### config.mk
export PLATFORM = sky130hd
export DESIGN_NAME = mips_multicycle_fsm
export DESIGN_NICKNAME = d
export VERILOG_FILES = /design/src/rtl/mips_multicycle_fsm.sv
export SDC_FILE = /design/constraint.sdc
export NUM_CORES = 1
export LEC_CHECK = 0
export ABC_CLOCK_PERIOD_IN_PS = 4300
export CORE_UTILIZATION = 45
export CTS_CLUSTER_SIZE = 30
export DETAILED_ROUTE_END_ITERATION = 10
export HOLD_SLACK_MARGIN = 0.1
export PLACE_DENSITY = 0.85
export SYNTH_ARGS = -nofsm -noshare
export SYNTH_HDL_FRONTEND = slang
export SYNTH_SLANG_ARGS = --single-unit
### constraint.sdc
create_clock -name clk -period 4.3 [get_ports clk]
set_clock_uncertainty 0.15 [all_clocks]
set_input_delay 0.645 -clock clk [delete_from_list [all_inputs] [get_ports clk]]
set_output_delay 0.645 -clock clk [all_outputs]
set_load 0.02 [all_outputs]
### src/rtl/mips_multicycle_fsm.sv
// Multicycle MIPS control sequencer: phase state register, memory-latency stretching,
// and Moore-decoded datapath enables/selects (branch pc_write is the only Mealy output).
`timescale 1ns/1ps
module mips_multicycle_fsm #(
  parameter int unsigned MEM_LATENCY = 2
) (
  input  logic       clk,
  input  logic       rstb,
  input  logic [5:0] opcode,
  input  logic [5:0] funct,
  input  logic       alu_zero,
  output logic       pc_write,
  output logic       ir_write,
  output logic       reg_write,
  output logic       reg_dst,
  output logic       mem_to_reg,
  output logic       i_or_d,
  output logic       mem_wr_ena,
  output logic       alu_src_a,
  output logic [1:0] alu_src_b,
  output logic       imm_zext,
  output logic [3:0] alu_control,
  output logic [1:0] pc_src,
  output logic [3:0] state,
  output logic       halted
);

  typedef enum logic [3:0] {
    S_FETCH    = 4'd0,
    S_DECODE   = 4'd1,
    S_MEM_ADDR = 4'd2,
    S_MEM_RD   = 4'd3,
    S_MEM_WR   = 4'd4,
    S_WB_MEM   = 4'd5,
    S_EXEC_R   = 4'd6,
    S_EXEC_I   = 4'd7,
    S_WB_ALU   = 4'd8,
    S_BRANCH   = 4'd9,
    S_JUMP     = 4'd10,
    S_HALT     = 4'd15
  } state_t;

  localparam logic [3:0] ALU_AND = 4'b0000;
  localparam logic [3:0] ALU_OR  = 4'b0001;
  localparam logic [3:0] ALU_XOR = 4'b0010;
  localparam logic [3:0] ALU_NOR = 4'b0011;
  localparam logic [3:0] ALU_ADD = 4'b0101;
  localparam logic [3:0] ALU_SUB = 4'b0110;
  localparam logic [3:0] ALU_SLT = 4'b0111;
  localparam logic [3:0] ALU_SRL = 4'b1000;
  localparam logic [3:0] ALU_SLL = 4'b1001;
  localparam logic [3:0] ALU_SRA = 4'b1010;
  localparam logic [2:0] LAT     = 3'(MEM_LATENCY);

  state_t     cur, nxt;
  logic [2:0] wait_cnt;
  logic       phase_done;
  logic       r_ok;
  logic [3:0] r_alu;
  logic [3:0] i_alu;

  assign phase_done = (wait_cnt == LAT);
  assign state      = cur;

  always_comb begin
    r_ok  = 1'b1;
    r_alu = ALU_ADD;
    unique case (funct)
      6'h20: r_alu = ALU_ADD;
      6'h22: r_alu = ALU_SUB;
      6'h24: r_alu = ALU_AND;
      6'h25: r_alu = ALU_OR;
      6'h26: r_alu = ALU_XOR;
      6'h27: r_alu = ALU_NOR;
      6'h2a: r_alu = ALU_SLT;
      6'h00: r_alu = ALU_SLL;
      6'h02: r_alu = ALU_SRL;
      6'h03: r_alu = ALU_SRA;
      default: r_ok = 1'b0;
    endcase
    i_alu = ALU_ADD;
    case (opcode)
      6'h0a:   i_alu = ALU_SLT;
      6'h0c:   i_alu = ALU_AND;
      6'h0d:   i_alu = ALU_OR;
      6'h0e:   i_alu = ALU_XOR;
      default: i_alu = ALU_ADD;
    endcase
  end

  // wait_cnt restarts on every state change and saturates while a phase is held
  always_ff @(posedge clk or negedge rstb) begin
    if (!rstb) begin
      cur      <= S_FETCH;
      wait_cnt <= '0;
    end else begin
      cur <= nxt;
      if (nxt != cur)
        wait_cnt <= '0;
      else if (wait_cnt != '1)
        wait_cnt <= wait_cnt + 3'd1;
    end
  end

  always_comb begin
    nxt = cur;
    case (cur)
      S_FETCH:  if (phase_done) nxt = S_DECODE;
      S_DECODE: begin
        case (opcode)
          6'h00:                             nxt = S_EXEC_R;
          6'h23, 6'h2b:                      nxt = S_MEM_ADDR;
          6'h04, 6'h05:                      nxt = S_BRANCH;
          6'h08, 6'h0a, 6'h0c, 6'h0d, 6'h0e: nxt = S_EXEC_I;
          6'h02, 6'h03:                      nxt = S_JUMP;
          default:                           nxt = S_HALT;
        endcase
      end
      S_EXEC_R:   nxt = r_ok ? S_WB_ALU : S_HALT;
      S_EXEC_I:   nxt = S_WB_ALU;
      S_MEM_ADDR: nxt = (opcode == 6'h2b) ? S_MEM_WR : S_MEM_RD;
      S_MEM_RD:   if (phase_done) nxt = S_WB_MEM;
      S_MEM_WR, S_WB_MEM, S_WB_ALU, S_BRANCH, S_JUMP: nxt = S_FETCH;
      default:    nxt = S_HALT;
    endcase
  end

  always_comb begin
    pc_write    = 1'b0;
    ir_write    = 1'b0;
    reg_write   = 1'b0;
    reg_dst     = 1'b0;
    mem_to_reg  = 1'b0;
    i_or_d      = 1'b0;
    mem_wr_ena  = 1'b0;
    alu_src_a   = 1'b0;
    alu_src_b   = 2'b00;
    imm_zext    = 1'b0;
    alu_control = ALU_ADD;
    pc_src      = 2'b00;
    halted      = 1'b0;
    case (cur)
      S_FETCH: begin
        alu_src_b = 2'b01;
        ir_write  = phase_done;
        pc_write  = phase_done;
      end
      S_DECODE:   alu_src_b = 2'b11;
      S_MEM_ADDR: begin
        alu_src_a = 1'b1;
        alu_src_b = 2'b10;
      end
      S_MEM_RD: i_or_d = 1'b1;
      S_MEM_WR: begin
        i_or_d     = 1'b1;
        mem_wr_ena = 1'b1;
      end
      S_WB_MEM: begin
        reg_write  = 1'b1;
        mem_to_reg = 1'b1;
      end
      S_EXEC_R: begin
        alu_src_a   = 1'b1;
        alu_control = r_alu;
      end
      S_EXEC_I: begin
        alu_src_a   = 1'b1;
        alu_src_b   = 2'b10;
        alu_control = i_alu;
        imm_zext    = (opcode == 6'h0c) || (opcode == 6'h0d) || (opcode == 6'h0e);
      end
      S_WB_ALU: begin
        reg_write = 1'b1;
        reg_dst   = (opcode == 6'h00);
      end
      S_BRANCH: begin
        alu_src_a   = 1'b1;
        alu_control = ALU_SUB;
        pc_src      = 2'b01;
        pc_write    = (opcode == 6'h04) ? alu_zero : !alu_zero;
      end
      S_JUMP: begin
        pc_src   = 2'b10;
        pc_write = 1'b1;
      end
      S_HALT:  halted = 1'b1;
      default: halted = 1'b1;
    endcase
  end

endmodule
==> metrics.txt, run 1 <==
outcome=complete, no violations; vias in the first global route=1143; clk_lat worst skew=0.24 ns; initial antenna violation count=0; placed cell areas=1560 sq um; final instance area=1580 sq um; Worst EP required=3.50 ns; average size of a mapped cell=7.10 sq um; Hold Crit Class=input port to async pin; die height=53.8 um; fin crit share=0.882; CTS Hold Buffers Added=0; fin nets=219; Post-DP HPWL=2.49 mm; share of cells above drive strength 1=0.110; share of total power in combinational logic=0.539; H-tree depth=1; core area=2500 sq um; CTS clk-pin slew, worst paths=0.05 ns; Psw=0.000136 W; Final Slew Violations=0; drt wl/cell=14.0 um; WP data arrival=3.00 ns; DRC violations left=0; antenna-violating nets left=0; drt via density=5.97; die extent in x=53.8 um; ys async rst share=1.00; area grow syn2layout=31.1%; sequential share of power=0.291; first-pass GRT wire length=5.15 mm; CTS tree=built; drt first-iter violations=53; Total GRT Usage=0.233; Worst R2R End=wait_cnt[1]$_DFFE_PN0P_; GRT overflow=0; Setup Buffers After CTS=0; drt pass-1 iters=4; Root Driver=clkbuf_4; CP Capture Type=output port; Setup TNS=0 ns; worst-margin pin slew=0.697 ns; Post-synth EDFFs=0; Power per Cell Area=218 nW/um^2; commonest cells after routing, fill and taps aside=clkdlybuf4s50_1 (36), nor2_1 (24), nand2_1 (15); Lkg Pwr=0.622 nW; most common cell after layout, fill and taps aside=clkdlybuf4s50_1; CTS buffer count=3; min cycle time layout=3.79 ns; Hold Fails Final Rpt=0; Internal=0.000209 W; post-synth net total=188; CP Launch Type=input port; Max clock buf depth=2; number of buffers added on ports=36; die area=2890 sq um; CTS Sinks=7; Post-Route WL=3.21 mm; ANT cells=0; Clk pwr share=0.169; Initial Utilization=0.483; count of cell types in the netlist=58; final setup fails=0; Cells after Synth=170; Seq cells post-synth=7; RSZ-0062 raised after global routing=no; pin count of the biggest net entering global routing=27; synthesized area=1210 sq um; VDD IR max=0.264 mV; std cell rows=18; Synth Flop Type=dfrtp_1; Rel. slew slack=0.535; reg2reg path depth=6; Seq/Total Area, Yosys=0.145; CTS resizes=0; gp weighted congestion=0.916; Reg-to-Reg Start=state[0]$_DFF_PN0_; critical path class=input port to output port; R2R Setup Slk=2.18 ns; Worst Path Max Fanout=9; Vias=1374; num ports=37; Sw Share=0.395; Max Cap Viol=0; Yosys warning count=0; Fmax achieved=264 MHz
-- cell families (layout without fill, tap and decap cells) --
kind of cell,Yosys count,in the layout,synth area share
simple gates,83,83,0.375
compound gates,50,50,0.326
buf+inv,22,52,0.0839
flops,7,7,0.145
fa+ha+maj,3,3,0.0311
xor+xnor,3,3,0.0218
mux,2,2,0.0166
-- final cells by class --
type,count,area [sq um]
clock buffers,4,26.3
multi-input cells,141,931
inverters,10,37.5
repair buffers,38,375
flip-flops and latches,7,175
fillers,231,917
well taps,30,37.5
-- routing by layer --
metal | up-vias | track usage | routed length, um
met5 | - | 0 | 0
met4 | 0 | 0.0395 | 17
met3 | 2 | 0.0169 | 197
met1 | 635 | 0.330 | 1490
met2 | 55 | 0.385 | 1510
li1 | 682 | - | -
-- cells in the mapped netlist (4+ instances only) --
master    count  area share
nand2b_1      7       0.036
dfrtp_1       7        0.15
nor2_1       24       0.075
nand3_1       5       0.021
nor3_1        5       0.021
buf_2         6       0.025
a21oi_1      12       0.050
o211ai_1      4       0.025
o21ai_0       4       0.017
nor3_2        4       0.033
nand2_1      15       0.047
inv_1         8       0.025
-- through the flow --
step / hold WS, ns / setup slack (ns) / total power, W / cells / utilization
floorplan: 0.199 / 1.49 / 0.000237 / 170 / -
global placement: 0.586 / 0.608 / 0.000276 / 226 / 0.623
detailed placement: 0.618 / 0.525 / 0.000288 / 226 / 0.623
CTS: 0.505 / 0.519 / 0.000346 / 230 / 0.633
global route: 0.518 / 0.378 / 0.000377 / 230 / 0.633
finish: 0.509 / 0.507 / 0.000345 / 230 / 0.633
-- registers in the layout, indices dropped and copies added (netlist names) --
name      count
state         4
wait_cnt      3
-- power groups by stage --
stage               combinational, W  sequential, W   clock, W
global route                0.000212       0.000102  0.0000638
global placement            0.000177      0.0000991          0
floorplan                   0.000143      0.0000941          0
detailed placement          0.000188      0.0000996          0
CTS                         0.000186      0.0000999  0.0000599
finish                      0.000186       0.000100  0.0000584
-- worst max path at each step --
stage / startpoint / to / slack [ns] / cells after the start
after floorplan: opcode[5] / pc_write / 1.49 / 6
after global placement: opcode[5] / pc_write / 0.61 / 7
after detailed placement: opcode[5] / pc_write / 0.53 / 7
after CTS: opcode[5] / pc_write / 0.52 / 7
after global routing: opcode[5] / pc_write / 0.38 / 7
final: opcode[5] / pc_write / 0.51 / 7
-- critical path, cell delays in order --
cell and delay [ns]:
clkdlybuf4s50_1 0.61, nor4_2 0.47, nand3_1 0.16, xor2_1 0.15, a21oi_1 0.08, a211oi_1 0.24
clkdlybuf4s50_1 0.65
Power figures use the tool's default switching activity.
==> inputs of run 2 (changes only) <==
Settings changed: ABC_CLOCK_PERIOD_IN_PS 4300 to 3300, CAP_MARGIN set to 10, CORE_UTILIZATION 45 to 43.
Clock period 4.3 ns to 3.3 ns, I/O delays scaled along.
==> run 2 against run 1 <==
Combinational power grew 38%. Largest cell class unchanged. Via count up 6.6%. Clock-buffer cell count stayed put. Utilization is 1.7 points higher. Global-route usage is 3.1 points higher. Die area rose by 4.5%. Flip-flop and latch count did not move. Largest power group unchanged. Non-clock buffer count grew 11. Critical path depth stayed put. Cell count is 4.8% higher. Worst setup slack lost 0.35 ns.
==> metrics.txt, run 2 (synthesis results as in run 1) <==
number of buffers added on ports=36 (unchanged); M3 GR Usage=0.0109 (was 0.0169); outcome=complete, no violations (unchanged); Post-DP HPWL=2.82 mm (was 2.49 mm); CTS resizes=0 (unchanged); area grow syn2layout=38.3% (was 31.1%); Max Cap Viol=0 (unchanged); CTS Hold Buffers Added=0 (unchanged); pre-CTS setup slack=0.109 ns (was 0.525 ns); Root Driver=clkbuf_4 (unchanged); final hold slack=0.338 ns (was 0.509 ns); Total GRT Usage=0.264 (was 0.233); Clk pwr share=0.175 (was 0.169); drt first-iter violations=56 (was 53); initial antenna violation count=0 (unchanged); die area=3020 sq um (was 2890 sq um); Worst Path Max Fanout=9 (unchanged); gp weighted congestion=0.890 (was 0.916); WP data arrival=2.50 ns (was 3.00 ns); Worst EP required=2.65 ns (was 3.50 ns); Finished Layout Cells=241 (was 230); Fmax achieved=318 MHz; min cycle time layout=3.14 ns; Psw=0.000185 W (was 0.000136 W); drt pass-1 iters=4 (unchanged); Vias=1464 (was 1374); CTS buffer count=3 (unchanged); core area=2570 sq um (was 2500 sq um); Setup TNS=0 ns (unchanged); Final Slew Violations=0 (unchanged); RSZ-0062 raised after global routing=no (unchanged); Sw Share=0.399 (was 0.395); met1 usage=0.334 (was 0.330); DRC violations left=0 (unchanged); die height=55.0 um (was 53.8 um); commonest cells after routing, fill and taps aside=clkdlybuf4s50_1 (34), nor2_1 (24), nand2_1 (15) (was clkdlybuf4s50_1 (36), nor2_1 (24), nand2_1 (15)); Post-Route WL=3.52 mm (was 3.21 mm); crit-path max cell delay=0.61 ns (was 0.65 ns); placed cells=237 (was 226); Initial Utilization=0.470 (was 0.483); most common cell after layout, fill and taps aside=clkdlybuf4s50_1 (unchanged); pin count of the biggest net entering global routing=24 (was 27); vias in the first global route=1309 (was 1143); CP max stage cell=clkdlybuf4s50_1 (unchanged); ANT cells=0 (unchanged); Hold Crit Class=input port to async pin (unchanged); die extent in x=55.0 um (was 53.8 um); Setup Buffers After CTS=0 (unchanged); first-pass GRT wire length=5.80 mm (was 5.15 mm); CP Launch Type=input port (unchanged); final setup fails=0 (unchanged); most frequent CP cell=clkdlybuf4s50_1 (unchanged); GRT overflow=0 (unchanged); sequential share of power=0.271 (was 0.291); drt via density=6.07 (was 5.97); CTS tree=built (unchanged); Max clock buf depth=2 (unchanged); final worst setup slack=0.158 ns (was 0.507 ns); Rel. slew slack=0.681 (was 0.535); worst-margin pin slew=0.475 ns (was 0.697 ns); antenna-violating nets left=0 (unchanged); drt wl/cell=14.6 um (was 14.0 um); VDD IR max=0.302 mV (was 0.264 mV); share of total power in combinational logic=0.554 (was 0.539); CP cell instances=clkdlybuf4s50_1 -> or2_1 -> a21o_1 -> a21oi_1 -> o211ai_1 -> nor2_1 -> clkdlybuf4s50_1 (was clkdlybuf4s50_1 -> nor4_2 -> nand3_1 -> xor2_1 -> a21oi_1 -> a211oi_1 -> clkdlybuf4s50_1); num ports=37 (unchanged); std cell rows=18 (unchanged); fin crit share=0.952; H-tree depth=1 (unchanged); CP Capture Type=output port (unchanged); busiest grt layer=met2 (unchanged); critical path class=input port to output port (unchanged); CTS Sinks=7 (unchanged); Internal=0.000278 W (was 0.000209 W); met2 usage=0.466 (was 0.385); fin nets=230 (was 219); CTS clk-pin slew, worst paths=0.05 ns (about the same); share of cells above drive strength 1=0.156 (was 0.110); Largest register FFs=4 (unchanged); clk_lat worst skew=0.26 ns (was 0.24 ns); Power per Cell Area=277 nW/um^2 (was 218 nW/um^2); Hold Fails Final Rpt=0 (unchanged); Lkg Pwr=0.712 nW (was 0.622 nW)
## run 2: final timing paths
kind                                               from                 endpoint  slack (ns)  cells past startpoint
worst max-delay path                           funct[5]           alu_control[3]        0.16                      7
worst min register to register  wait_cnt[1]$_DFFE_PN0P_  wait_cnt[1]$_DFFE_PN0P_        0.61                      4
max in group asynchronous                          rstb  wait_cnt[2]$_DFFE_PN0P_        2.43                      1
worst max register to register       state[0]$_DFF_PN0_  wait_cnt[2]$_DFFE_PN0P_        1.19                      7
worst min-delay path                               rstb       state[3]$_DFF_PN0_        0.34                      1
min in group clk                wait_cnt[1]$_DFFE_PN0P_  wait_cnt[1]$_DFFE_PN0P_        0.61                      4
## run 2: worst max-delay path: cells and delay by family
kind	cells	cell delay, ns
AOI/OAI and AO/OA	3	0.43
and+or+nand+nor	2	0.43
buffers and inverters	2	1.15
## run 2: metal layers
| metal | wire length, um | share of wire |
|---|---|---|
| met3 | 277 | 0.079 |
| met2 | 1700 | 0.48 |
| met1 | 1480 | 0.42 |
| met4 | 69 | 0.020 |
| met5 | 0 | 0 |
## run 2: final cells by class
type                       instances  area [sq um]
sequential                         7           175
tap                               30          37.5
clock buffer                       4          26.3
fill                             253           897
inverter                          10          37.5
multi-input combinational        141           931
timing repair buffer              49           463
## run 2: through the flow
step	power, W	area [sq um]	util
2_1_floorplan	0.000308	1210	-
4_1_cts	0.000464	1670	0.649
3_3_place_gp	0.000362	1640	0.638
5_1_grt	0.000503	1670	0.651
6_report	0.000463	1670	0.651
3_5_place_dp	0.000383	1640	0.638
## run 2: power groups by stage
stage | clock [W] | sequential, W | combinational (W)
floorplan | 0 | 0.000123 | 0.000186
global placement | 0 | 0.000125 | 0.000237
detailed placement | 0 | 0.000126 | 0.000257
CTS | 0.0000813 | 0.000125 | 0.000257
global route | 0.0000870 | 0.000128 | 0.000288
finish | 0.0000811 | 0.000125 | 0.000257
==> inputs of run 3 (changes only) <==
Settings changed: CAP_MARGIN 10 to not set, CORE_MARGIN set to 3.
==> run 3 against run 2 <==
First-iteration DRC count increased by 54%. Largest cell class unchanged. Fmax increased by 0.17%. Total power decreased by 1.1%. Highest routed layer unchanged. Combinational power decreased by 3%. Sequential share of layout area about the same.
==> metrics.txt, run 3 (synthesis results as in run 1) <==
CTS buffer count=3 (unchanged); Setup Buffers After CTS=0 (unchanged); die extent in x=59.0 um (was 55.0 um); reg2reg path depth=7 (unchanged); CP max stage cell=clkdlybuf4s50_1 (unchanged); R2R Setup Slk=1.38 ns (was 1.19 ns); critical path class=input port to output port (unchanged); Final Slew Violations=0 (unchanged); num ports=37 (unchanged); CP cell instances=clkdlybuf4s50_1 -> or2_1 -> a21o_1 -> a21oi_1 -> o211ai_1 -> o21ai_1 -> clkdlybuf4s50_1 (was clkdlybuf4s50_1 -> or2_1 -> a21o_1 -> a21oi_1 -> o211ai_1 -> nor2_1 -> clkdlybuf4s50_1); drt wl/cell=14.3 um (was 14.6 um); ANT cells=0 (unchanged); commonest cells after routing, fill and taps aside=clkdlybuf4s50_1 (34), nor2_1 (24), nand2_1 (15) (unchanged); Setup crit end=alu_control[1] (was alu_control[3]); min cycle time layout=3.14 ns (about the same); Vias=1438 (was 1464); Setup TNS=0 ns (unchanged); final hold slack=0.335 ns (was 0.338 ns); VDD IR max=0.409 mV (was 0.302 mV); clk_lat worst skew=0.26 ns (about the same); drt via density=5.99 (was 6.07); Worst EP required=2.65 ns (about the same); gp weighted congestion=0.850 (was 0.890); Reg-to-Reg Start=wait_cnt[0]$_DFFE_PN0P_ (was state[0]$_DFF_PN0_); RSZ-0062 raised after global routing=no (unchanged); drt first-iter violations=86 (was 56); Post-Route WL=3.44 mm (was 3.52 mm); DRC violations left=0 (unchanged); delay-heaviest family, CP=buffers and inverters (unchanged); antenna-violating nets left=0 (unchanged); drt pass-1 iters=5 (was 4); Lkg Pwr=0.698 nW (was 0.712 nW); CP Launch Type=input port (unchanged); Post-DP HPWL=2.72 mm (was 2.82 mm); CTS Sinks=7 (unchanged); final worst setup slack=0.163 ns (was 0.158 ns); Fmax achieved=319 MHz (was 318 MHz); first-pass GRT wire length=5.90 mm (was 5.80 mm); Hold Fails Final Rpt=0 (unchanged); Stages on worst setup path=7 (unchanged); share of cells above drive strength 1=0.152 (was 0.156); std cell rows=18 (unchanged); final setup fails=0 (unchanged); die area=3480 sq um (was 3020 sq um); Initial Utilization=0.470 (unchanged); CP Capture Type=output port (unchanged); Hold Crit Class=input port to async pin (unchanged); Total Power=0.000458 W (was 0.000463 W); fin crit share=0.951 (was 0.952); Max Cap Viol=0 (unchanged); Max clock buf depth=2 (unchanged); worst-margin pin slew=0.431 ns (was 0.475 ns); CTS tree=built (unchanged); die height=59.0 um (was 55.0 um); GRT overflow=0 (unchanged); Worst Path Max Fanout=7 (was 9); Worst R2R End=wait_cnt[1]$_DFFE_PN0P_ (was wait_cnt[2]$_DFFE_PN0P_); pin count of the biggest net entering global routing=27 (was 24); Buf/Inv on CP=2 (unchanged); most common cell after layout, fill and taps aside=clkdlybuf4s50_1 (unchanged); fin nets=229 (was 230); Total GRT Usage=0.212 (was 0.264); vias in the first global route=1339 (was 1309); Largest register FFs=4 (unchanged); core area=2570 sq um (unchanged); crit path from=funct[3] (was funct[5]); area grow syn2layout=37.7% (was 38.3%); WP data arrival=2.49 ns (was 2.50 ns); pre-CTS setup slack=0.101 ns (was 0.109 ns); Power per Cell Area=276 nW/um^2 (was 277 nW/um^2); CTS Hold Buffers Added=0 (unchanged); Root Driver=clkbuf_4 (unchanged); H-tree depth=1 (unchanged); most frequent CP cell=clkdlybuf4s50_1 (unchanged); CTS clk-pin slew, worst paths=0.05 ns (about the same); initial antenna violation count=0 (unchanged); outcome=complete, no violations (unchanged); Rel. slew slack=0.710 (was 0.681); number of buffers added on ports=36 (unchanged); crit-path max cell delay=0.61 ns (about the same)
run 3: cell count changes in the layout (fill, tap and decap cells not counted), sizes merged:
cell / change
buf: -1
run 3: worst min path at each step:
stage / from / to / slack, ns / cells past startpoint
after floorplan: rstb / state[0]$_DFF_PN0_ / 0.05 / 0
after global placement: wait_cnt[0]$_DFFE_PN0P_ / wait_cnt[0]$_DFFE_PN0P_ / 0.59 / 4
after detailed placement: wait_cnt[0]$_DFFE_PN0P_ / wait_cnt[0]$_DFFE_PN0P_ / 0.61 / 4
after CTS: rstb / state[0]$_DFF_PN0_ / 0.35 / 1
after global routing: rstb / state[0]$_DFF_PN0_ / 0.34 / 1
final: rstb / state[0]$_DFF_PN0_ / 0.34 / 1
run 3: metrics by stage:
step / cells / utilization / instance area (sq um)
4_1_cts: 240 / 0.646 / 1660
2_1_floorplan: 170 / - / 1210
5_1_grt: 240 / 0.648 / 1660
3_5_place_dp: 236 / 0.635 / 1630
3_3_place_gp: 236 / 0.635 / 1630
6_report: 240 / 0.648 / 1660
run 3: layer usage:
metal	vias to the layer above	track usage	share of wire
li1	695	-	-
met1	676	0.278	0.43
met2	63	0.352	0.49
met3	4	0.0392	0.075
met4	0	0.0647	0.0081
met5	-	0	0
run 3: area by class of cell:
type / instances / area (sq um)
Sequential cell: 7 / 175
Clock buffer: 4 / 26.3
Inverter: 10 / 37.5
Tap cell: 30 / 37.5
Timing Repair Buffer: 48 / 455
Multi-Input combinational cell: 141 / 931
Fill cell: 254 / 905
run 3: what timing repair did:
action                     4_1_cts  5_1_grt
gates resized for setup          0        2
setup endpoints to repair        0        2
hold endpoints to repair         0        0
run 3: report_power, final:
part           switching, W  internal [W]
registers         0.0000225      0.000107
logic              0.000126      0.000123
clock network     0.0000335     0.0000463
total              0.000182      0.000276
